===== config.mk =====
export PLATFORM = sky130hd
export DESIGN_NAME = matmul_pcpi_sequencer_flat
export DESIGN_NICKNAME = d
export VERILOG_FILES = /design/src/rtl/matmul_pcpi_sequencer_pkg.sv /design/src/rtl/matmul_pcpi_sequencer_if.sv /design/src/rtl/matmul_pcpi_sequencer_insn_decode.sv /design/src/rtl/matmul_pcpi_sequencer.sv /design/src/flat_wrapper.sv
export SDC_FILE = /design/constraint.sdc
export NUM_CORES = 1
export LEC_CHECK = 0
export CAP_MARGIN = 25
export CELL_PAD_IN_SITES_DETAIL_PLACEMENT = 1
export CELL_PAD_IN_SITES_GLOBAL_PLACEMENT = 1
export CORE_MARGIN = 5
export CORE_UTILIZATION = 24
export DETAILED_ROUTE_END_ITERATION = 10
export GPL_TIMING_DRIVEN = 1
export PLACE_DENSITY = 0.87
export SLEW_MARGIN = 20
export SYNTH_ARGS = -nofsm -noshare
export SYNTH_HDL_FRONTEND = slang
export SYNTH_SLANG_ARGS = --single-unit

===== constraint.sdc =====
create_clock -name clk -period 2.18 [get_ports clk]
set_input_delay 0.436 -clock clk [delete_from_list [all_inputs] [get_ports clk]]
set_output_delay 0.436 -clock clk [all_outputs]
set_load 0.005 [all_outputs]

===== src/rtl/matmul_pcpi_sequencer_pkg.sv =====
// Shared constants, instruction encodings and FSM states for the matmul PCPI sequencer.
// Bank base addresses and the step count all derive from the array dimension N.
package matmul_pcpi_sequencer_pkg;

    localparam int N  = 3;
    localparam int DW = 16;
    localparam int RW = 32;

    localparam logic [6:0] OPCODE = 7'b0001011;

    localparam int A_BASE    = 0;
    localparam int B_BASE    = N * N;
    localparam int BIAS_BASE = 2 * N * N;
    localparam int BANK_END  = 3 * N * N;
    localparam int RUN_STEPS = 3 * N - 1;

    typedef enum logic [2:0] {
        F_WRITE = 3'b000,
        F_READ  = 3'b010,
        F_CLEAR = 3'b101,
        F_RUN   = 3'b111
    } funct_e;

    typedef enum logic [2:0] {
        S_IDLE,
        S_WRITE,
        S_RUN,
        S_READ,
        S_DONE,
        S_HOLD
    } state_e;

endpackage


===== src/rtl/matmul_pcpi_sequencer_if.sv =====
// PicoRV32 PCPI handshake bundle: the CPU drives it as master, the sequencer answers as slave.
interface matmul_pcpi_sequencer_if;

    logic        pcpi_valid;
    logic [31:0] pcpi_insn;
    logic        pcpi_wr;
    logic [31:0] pcpi_rd;
    logic        pcpi_wait;
    logic        pcpi_ready;

    modport master (
        output pcpi_valid, pcpi_insn,
        input  pcpi_wr, pcpi_rd, pcpi_wait, pcpi_ready
    );

    modport slave (
        input  pcpi_valid, pcpi_insn,
        output pcpi_wr, pcpi_rd, pcpi_wait, pcpi_ready
    );

endinterface


===== src/rtl/matmul_pcpi_sequencer_insn_decode.sv =====
// Combinational custom-0 field decoder: claims only the four supported funct3 codes
// and flags operand addresses that fall inside the A/B/bias banks.
module matmul_insn_decode
    import matmul_pcpi_sequencer_pkg::*;
(
    input  logic [31:0]   insn_i,
    output logic          hit_o,
    output funct_e        op_o,
    output logic [4:0]    addr_o,
    output logic [DW-1:0] val_o,
    output logic          addr_in_range_o
);

    logic unused_insn;

    assign unused_insn     = insn_i[31];
    assign op_o            = funct_e'(insn_i[14:12]);
    assign addr_o          = insn_i[11:7];
    assign val_o           = insn_i[30:15];
    assign addr_in_range_o = (insn_i[11:7] < 5'(BANK_END));

    always_comb begin
        hit_o = 1'b0;
        if (insn_i[6:0] == OPCODE) begin
            case (insn_i[14:12])
                F_WRITE, F_READ, F_CLEAR, F_RUN: hit_o = 1'b1;
                default:                         hit_o = 1'b0;
            endcase
        end
    end

endmodule


===== src/rtl/matmul_pcpi_sequencer.sv =====
// PCPI-side controller for the NxN systolic matmul array: operand writes, the skewed
// RUN schedule, result readback and all pcpi_* handshake timing.
module matmul_pcpi_sequencer
    import matmul_pcpi_sequencer_pkg::*;
(
    input  logic                   clk,
    input  logic                   resetn,
    matmul_pcpi_sequencer_if.slave pcpi,
    output logic                   opnd_we_o,
    output logic [4:0]             opnd_addr_o,
    output logic [DW-1:0]          opnd_data_o,
    output logic                   arr_en_o,
    output logic                   arr_clear_o,
    output logic [2:0]             arr_step_o,
    output logic [3:0]             res_addr_o,
    input  logic [RW-1:0]          res_data_i,
    output logic                   busy_o
);

    logic          dec_hit;
    funct_e        dec_op;
    logic [4:0]    dec_addr;
    logic [DW-1:0] dec_val;
    logic          dec_in_range;

    state_e        state_q;
    logic [2:0]    step_q, step_d;
    logic          res_valid_q;
    logic          rd_sel_q;
    logic [RW-1:0] rd_q;
    logic          ready_q, wr_q, wait_q;
    logic          opnd_we_q;
    logic [4:0]    opnd_addr_q;
    logic [DW-1:0] opnd_data_q;
    logic          arr_en_q, arr_clear_q;
    logic [2:0]    arr_step_q;

    matmul_insn_decode u_decode (
        .insn_i          (pcpi.pcpi_insn),
        .hit_o           (dec_hit),
        .op_o            (dec_op),
        .addr_o          (dec_addr),
        .val_o           (dec_val),
        .addr_in_range_o (dec_in_range)
    );

    assign step_d = step_q + 3'd1;

    always_ff @(posedge clk) begin
        if (!resetn) begin
            state_q     <= S_IDLE;
            step_q      <= '0;
            res_valid_q <= 1'b0;
            rd_sel_q    <= 1'b0;
            rd_q        <= '0;
            ready_q     <= 1'b0;
            wr_q        <= 1'b0;
            wait_q      <= 1'b0;
            opnd_we_q   <= 1'b0;
            opnd_addr_q <= '0;
            opnd_data_q <= '0;
            arr_en_q    <= 1'b0;
            arr_clear_q <= 1'b0;
            arr_step_q  <= '0;
        end else begin
            ready_q     <= 1'b0;
            wr_q        <= 1'b0;
            rd_sel_q    <= 1'b0;
            opnd_we_q   <= 1'b0;
            arr_clear_q <= 1'b0;
            case (state_q)
                S_IDLE: begin
                    if (pcpi.pcpi_valid && dec_hit) begin
                        case (dec_op)
                            F_WRITE, F_CLEAR: begin
                                state_q     <= S_WRITE;
                                ready_q     <= 1'b1;
                                res_valid_q <= 1'b0;
                                opnd_we_q   <= (dec_op == F_WRITE) && dec_in_range;
                                opnd_addr_q <= dec_addr;
                                opnd_data_q <= dec_val;
                            end
                            F_READ: begin
                                state_q  <= S_READ;
                                ready_q  <= 1'b1;
                                wr_q     <= 1'b1;
                                rd_q     <= '0;
                                rd_sel_q <= res_valid_q && (dec_addr < 5'(N * N));
                            end
                            F_RUN: begin
                                state_q     <= S_RUN;
                                step_q      <= '0;
                                wait_q      <= 1'b1;
                                arr_en_q    <= 1'b1;
                                arr_clear_q <= 1'b1;
                                arr_step_q  <= '0;
                            end
                            default: state_q <= S_IDLE;
                        endcase
                    end
                end
                S_RUN: begin
                    // The CPU withdrawing pcpi_valid mid-run is an abort: stop the array, no reply.
                    if (!pcpi.pcpi_valid) begin
                        state_q     <= S_IDLE;
                        wait_q      <= 1'b0;
                        arr_en_q    <= 1'b0;
                        arr_step_q  <= '0;
                        res_valid_q <= 1'b0;
                    end else if (step_q == 3'(RUN_STEPS - 1)) begin
                        state_q     <= S_DONE;
                        wait_q      <= 1'b0;
                        arr_en_q    <= 1'b0;
                        arr_step_q  <= '0;
                        ready_q     <= 1'b1;
                        wr_q        <= 1'b1;
                        rd_q        <= RW'(RUN_STEPS);
                        res_valid_q <= 1'b1;
                    end else begin
                        step_q     <= step_d;
                        arr_step_q <= step_d;
                    end
                end
                S_WRITE, S_READ, S_DONE: begin
                    state_q <= S_HOLD;
                    rd_q    <= '0;
                end
                S_HOLD: begin
                    if (!pcpi.pcpi_valid) begin
                        state_q <= S_IDLE;
                    end
                end
                default: state_q <= S_IDLE;
            endcase
        end
    end

    // The array's result port has one cycle of read latency, so its output is muxed in during READ.
    assign pcpi.pcpi_rd    = rd_sel_q ? res_data_i : rd_q;
    assign pcpi.pcpi_ready = ready_q;
    assign pcpi.pcpi_wr    = wr_q;
    assign pcpi.pcpi_wait  = wait_q;

    assign opnd_we_o   = opnd_we_q;
    assign opnd_addr_o = opnd_addr_q;
    assign opnd_data_o = opnd_data_q;
    assign arr_en_o    = arr_en_q;
    assign arr_clear_o = arr_clear_q;
    assign arr_step_o  = arr_step_q;
    assign res_addr_o  = dec_addr[3:0];
    assign busy_o      = (state_q != S_IDLE);

endmodule


===== src/flat_wrapper.sv =====
// flat-port wrapper written by rule: the top's interface ports become plain ports
module matmul_pcpi_sequencer_flat import matmul_pcpi_sequencer_pkg::*;
  (clk, resetn, opnd_we_o, opnd_addr_o, opnd_data_o, arr_en_o, arr_clear_o, arr_step_o, res_addr_o, res_data_i, busy_o, pcpi_pcpi_valid, pcpi_pcpi_insn, pcpi_pcpi_wr, pcpi_pcpi_rd, pcpi_pcpi_wait, pcpi_pcpi_ready);
  matmul_pcpi_sequencer_if pcpi_i ();
  input  logic clk;
  input  logic resetn;
  output logic opnd_we_o;
  output logic [4:0] opnd_addr_o;
  output logic [DW-1:0] opnd_data_o;
  output logic arr_en_o;
  output logic arr_clear_o;
  output logic [2:0] arr_step_o;
  output logic [3:0] res_addr_o;
  input  logic [RW-1:0] res_data_i;
  output logic busy_o;
  input wire logic [$bits(pcpi_i.pcpi_valid)-1:0] pcpi_pcpi_valid;
  input wire logic [$bits(pcpi_i.pcpi_insn)-1:0] pcpi_pcpi_insn;
  output wire logic [$bits(pcpi_i.pcpi_wr)-1:0] pcpi_pcpi_wr;
  output wire logic [$bits(pcpi_i.pcpi_rd)-1:0] pcpi_pcpi_rd;
  output wire logic [$bits(pcpi_i.pcpi_wait)-1:0] pcpi_pcpi_wait;
  output wire logic [$bits(pcpi_i.pcpi_ready)-1:0] pcpi_pcpi_ready;
  assign pcpi_i.pcpi_valid = pcpi_pcpi_valid;
  assign pcpi_i.pcpi_insn = pcpi_pcpi_insn;
  assign pcpi_pcpi_wr = pcpi_i.pcpi_wr;
  assign pcpi_pcpi_rd = pcpi_i.pcpi_rd;
  assign pcpi_pcpi_wait = pcpi_i.pcpi_wait;
  assign pcpi_pcpi_ready = pcpi_i.pcpi_ready;
  matmul_pcpi_sequencer u_core (.clk(clk), .resetn(resetn), .pcpi(pcpi_i), .opnd_we_o(opnd_we_o), .opnd_addr_o(opnd_addr_o), .opnd_data_o(opnd_data_o), .arr_en_o(arr_en_o), .arr_clear_o(arr_clear_o), .arr_step_o(arr_step_o), .res_addr_o(res_addr_o), .res_data_i(res_data_i), .busy_o(busy_o));
endmodule

==> After elaboration in Yosys (flattened, before gate mapping) <==
Cells that the tools add are included.
{ "word_totals": {"out_inout_bits": 67, "inputBits": 67, "word_cells": 98, "reg_bits": 69} }
{ "classes": {"magnitude_cmp": 2, "n_eq_ne": 19, "n_reduce_logical": 22, "addsub": 1, "mux": 41} }
{ "ops": {"columns": ["operator", "count"], "rows": [
  ["2-to-1 mux 32 bit", 5],
  ["one-hot mux 32 bit (3 select lines)", 1],
  ["2-to-1 mux 3 bit", 10],
  ["2-to-1 mux 1 bit", 17],
  ["AND reduction 4 bit", 4],
  ["equality test 3 bit (second input constant)", 5],
  ["!= test 2 bit (second input constant)", 6],
  ["one-hot mux 3 bit (2 select lines)", 2],
  ["one-hot mux 3 bit (4 select lines)", 1],
  ["AND reduction 3 bit", 4],
  ["AND reduction 5 bit", 2],
  ["equality test 3 x 2 -> 1 bit (second input constant)", 3],
  ["one-hot mux 1 bit (2 select lines)", 4],
  ["equality test 7 x 4 -> 1 bit (second input constant)", 1],
  ["zero test 3 bit", 2],
  ["one-hot mux 2 bit (3 select lines)", 1],
  ["nonzero test 3 bit", 2],
  ["OR reduction 3 bit", 2],
  ["< comparator 5 x 4 -> 1 bit (second input constant)", 1],
  ["< comparator 5 bit (second input constant)", 1],
  ["!= test 2 x 1 -> 1 bit (second input constant)", 2],
  ["OR reduction 4 bit", 1],
  ["adder 3 x 1 -> 3 bit (second input constant)", 1],
  ["equality test 3 x 1 -> 1 bit (second input constant)", 1],
  ["other kinds (4)", 6]
]} }

==> Longest topological paths before layout <==
{ "logic_depth": {"ltp_word": 7, "ltp_mapped": 6, "mapped_depth_nobuf": 6} }

==> Hierarchy <==
Synthesis repeated with hierarchy kept, for this count alone.
{ "unflattened": {"hier_cells": 263, "hier_area_um2": 2185.8} }
{ "by_module_without_submodules": {"columns": ["module", "n_inst", "area_each_um2", "seq_area_each_um2", "cells_each"], "rows": [
  ["matmul_pcpi_sequencer", 1, 1961.9, 760.7, 233],
  ["matmul_insn_decode", 1, 224.0, 0.0, 30]
]} }

==> Worst setup path before layout <==
Ideal clock, no wire load.
{ "synth_path": {"path_kind": "in2reg", "from": "input port pcpi_pcpi_insn[5]", "to": "register u_core.arr_step_q[1] (netlist: u_core.arr_step_o[1])", "t_required_ns": 2.063, "setup_ns": 0.117, "arrival_ns": 1.541, "stages": 4, "n_path_buf": 0, "slack_ns": 0.521, "cell_sequence": "or4b_4 -> o31ai_1 -> a21oi_1 -> a32o_1"} }
{ "synth_via": {"elab_chain_len": 5} }
{ "synth_rtl": {"columns": ["element", "line_no", "source"], "rows": [
  ["start: declaration", "flat_wrapper.sv:17", "input wire logic [$bits(pcpi_i.pcpi_insn)-1:0] pcpi_pcpi_insn;"],
  ["equality test 7 x 4 -> 1 bit", "matmul_pcpi_sequencer_insn_decode.sv:24", "if (insn_i[6:0] == OPCODE) begin"],
  ["2-to-1 mux 1 bit", "matmul_pcpi_sequencer_insn_decode.sv:24", null],
  ["logical AND 1 bit", "matmul_pcpi_sequencer.sv:73", "if (pcpi.pcpi_valid && dec_hit) begin"],
  ["!= test 2 x 1 -> 1 bit (no line)", null, null],
  ["AND reduction 3 bit (no line)", null, null],
  ["end signal: assignment", "matmul_pcpi_sequencer.sv:121", "arr_step_q <= step_d;"],
  ["end: declaration", "matmul_pcpi_sequencer.sv:36", "logic [2:0] arr_step_q;"]
]} }
No other way between the ends.
A chain may end at the register's enable or synchronous reset.

==> Worst setup path in the final report <==
{ "layout_path": {"from": "register u_core.state_q[0]", "to": "output port busy_o"} }
{ "layout_via": {"elab_chain_len": 1} }
{ "layout_rtl": {"columns": ["element", "line_no", "source"], "rows": [
  ["start: declaration", "matmul_pcpi_sequencer.sv:26", "state_e state_q;"],
  ["start signal: assignment", "matmul_pcpi_sequencer.sv:51", "state_q <= S_IDLE;"],
  ["start signal: assignment", "matmul_pcpi_sequencer.sv:76", "state_q <= S_WRITE;"],
  ["start signal: assignment", "matmul_pcpi_sequencer.sv:84", "state_q <= S_READ;"],
  ["nonzero test 3 bit", "matmul_pcpi_sequencer.sv:151", "assign busy_o = (state_q != S_IDLE);"],
  ["end: declaration", "flat_wrapper.sv:15", "output logic busy_o;"]
]} }
No other way between the ends.

==> reports/metrics.yaml <==
coreArea_um2: 7767
startpoint: "u_core.state_q[0]$_SDFFE_PN0P_"
syn_to_final_growth_pct: 80.79
synth_nets: 307
run_status: "completed"
syn_area_um2: 1922
cts_tree: "built"
place_ws_ps: -96.71
synth_top_family_by_area: "simple AND/OR/NAND/NOR gates"
p_clk_share_pct: 35.3
grt_pass1_vias: 2232
p_leak_nw: 1.242
ant_nets: 0
grt_usage_pct: 14.35
detail_route.wl_per_cell_um: 15.29
viasPerCell: 4.608
setup_viol: 0
die_w_um: 99.49
r2r_start: "u_core.step_q[0]$_SDFFE_PN0P_"
intPower_mw: 1.106
clock_latency_ps: 290
synth_seq_cells: 38
dpl_cell_area_um2: 3373
startpoint_type: "register"
grt_pass1_wl_um: 11500
ioPinCount: 134
grt.overflow.total: 0
pwr-share-seq_pct: 47.9
synth_cell_type_count: 51
drive_gt1_share_pct: 9.651
yosysSeqAreaShare_pct: 39.58
syn_inst: 238
rows: 32
fin_crit_ps: 2055
slew-limit-headroom_pct: 69.13
fmax_mhz: 486.7
tightest_slew_ps: 461.8
post-cts-setup-buffer-count: 0
sw_frac_of_total_pct: 24.76
place_congestion: 0.8190
arrival_ps: 1620
crit_path_max_fanout: 6
numCtsBuffers: 5
drcViolationCount: 0
start_util_pct: 24.74
n_antenna_cell: 0
synth-main-ff-cell: "dfxtp_1"
power.density_nw_per_um2: 423.1
worstSetupPathType: "reg2out"
fill_cells: 928
cts_max_path_buffers: 2
final_cell_area_um2: 3475
synthArstFlopShare_pct: 0
final_nets: 441
synth-xor-area-share_pct: 0.9115
setup_slack_ps: 125.4
cts_hold_buf: 0
grt_max_degree: 28
min_path_type: "reg2reg"
clock-sinks: 38
synthMuxAreaShare_pct: 1.107
cap_violations: 0
finalMaxSlewViolations: 0
cts-root-buf: "clkbuf_8"
final_cells: 475
yosysTopAreaCell: "dfxtp_1"
drtPass1Iterations: 4
yosys.area_share.simple_pct: 32.55
ir_drop_v: 0.0002893
synth_compound_area_share_pct: 17.19
synth_edf_count: 0
r2r_slack_ps: 270
rsz0062_at_grt: "no"
fp.dieH_um: 99.49
dieArea_um2: 9897
cts.clk_slew.worst_paths_ps: 90
vias: 2189
cp-end-kind: "output port"
synth_top_area_share_pct: 39.58
synthAdderAreaFrac_pct: 1.302
wirelength_um: 7262
synth_area_leaders: "dfxtp_1 (40%), and2_1 (10%), nand2_1 (10%)"
setup_tns_ps: 0
synth_warnings: 0
post_cts_resize_count: 0
numPortBuffers: 132
antenna_found_initial: 0
comb_power_share_pct: 16.9
hold_viol: 0
dr.first_iter.drc_count: 100
crit_required_ps: 1740
power.switching_mw: 0.3640
skew_ps: 14.99
ctsHtreeMaxLevel: 2
finalCritPeriodShare_pct: 94.25
dp.final_hpwl_um: 6078
placed_cells: 467
syn_area_per_cell_um2: 8.075
min_from: "u_core.opnd_data_o[13]$_SDFFE_PN0P_"
-- flip-flops by register name, summed over array words and instances (netlist names) --
signal	count
u_core.state_q	3
u_core.step_q	3
u_core.opnd_we_o	1
u_core.arr_clear_o	1
u_core.pcpi.pcpi_wr	1
u_core.opnd_addr_o	5
u_core.pcpi.pcpi_ready	1
u_core.res_valid_q	1
u_core.arr_step_o	3
u_core.rd_q	1
u_core.rd_sel_q	1
u_core.opnd_data_o	16
u_core.pcpi.pcpi_wait	1
-- layout make-up --
type / count / area, um^2 / area share, %
Clock buffer: 6 / 82.58 / 2.377
Inverter: 5 / 18.77 / 0.5402
Sequential cell: 38 / 760.7 / 21.89
Tap cell: 102 / 127.6 / 3.673
Multi-Input combinational cell: 175 / 1022 / 29.42
Timing Repair Buffer: 147 / 1450 / 41.74
Clock inverter: 2 / 12.51 / 0.3601
-- logic make-up after synthesis --
family	count (synthesis)
adders and majority gates	2
and+or+nand+nor	115
muxes	2
buffers and inverters	25
DFF	38
AOI/OAI and AO/OA	54
xor gates and xnor gates	2
-- synthesized netlist by cell type (all sizes together), types with 2 or more instances --
cell type / number
nor3: 2
a41oi: 2
o2bb2ai: 2
a21oi: 32
buf: 12
nand4b: 2
o21ai: 7
nand2: 51
inv: 5
and2: 31
or4b: 2
nor2: 10
nand4: 2
nand3: 4
nor4b: 2
clkbuf: 8
ha: 2
dfxtp: 38
-- power groups by stage --
stage | Clock (mW) | Combinational [mW] | Sequential, mW
6_report | 0.519 | 0.248 | 0.704
5_1_grt | 0.565 | 0.267 | 0.704
4_1_cts | 0.536 | 0.248 | 0.703
3_5_place_dp | 0 | 0.247 | 0.720
3_3_place_gp | 0 | 0.241 | 0.719
2_1_floorplan | 0 | 0.0798 | 0.718
-- worst paths after layout --
kind	cells past startpoint	endpoint
hold reg to reg	2	u_core.opnd_data_o[13]$_SDFFE_PN0P_
setup reg to reg	6	u_core.step_q[1]$_SDFFE_PN0P_
setup / recovery	4	busy_o
hold / removal	2	u_core.opnd_data_o[13]$_SDFFE_PN0P_
-- cell usage in the layout (no fill, tap or decap), types with 2 or more instances in the layout --
master           netlist  routed
clkdlybuf4s50_1        0     132
nand2_1               51      51
dfxtp_1               38      38
a21oi_1               32      32
and2_1                31      31
buf_4                  8      13
nor2_1                 7       7
clkbuf_8               0       6
o21ai_0                5       5
inv_1                  4       4
nor2_2                 3       3
nand3_1                3       3
nor4b_2                2       2
nand4_1                2       2
a41oi_1                2       2
nand4b_1               2       2
o2bb2ai_1              2       2
ha_1                   2       2
-- per-layer routing --
| metal | vias up | global-route usage (%) | share of wire, % |
|---|---|---|---|
| li1 | 1072 | - | - |
| met1 | 1013 | 15.87 | 40 |
| met2 | 100 | 25.57 | 48 |
| met3 | 4 | 6.592 | 12 |
| met4 | 0 | 2.311 | 0.41 |
| met5 | - | 0 | 0 |
-- critical path: stages (launching register included) --
cell	delay (ps)
dfxtp_1	470
or2_4	210
nor2_2	50
inv_1	60
clkdlybuf4s50_1	530
-- metrics by stage --
stage	total power, mW	utilization, %	hold WS [ps]
2_1_floorplan	0.7976	-	442.1
3_3_place_gp	0.9605	43.43	436.8
3_5_place_dp	0.9666	43.43	446.7
4_1_cts	1.488	44.65	459.7
5_1_grt	1.536	44.73	484.2
6_report	1.470	44.73	455.0
Note: power is estimated with default switching activity, not from simulation.
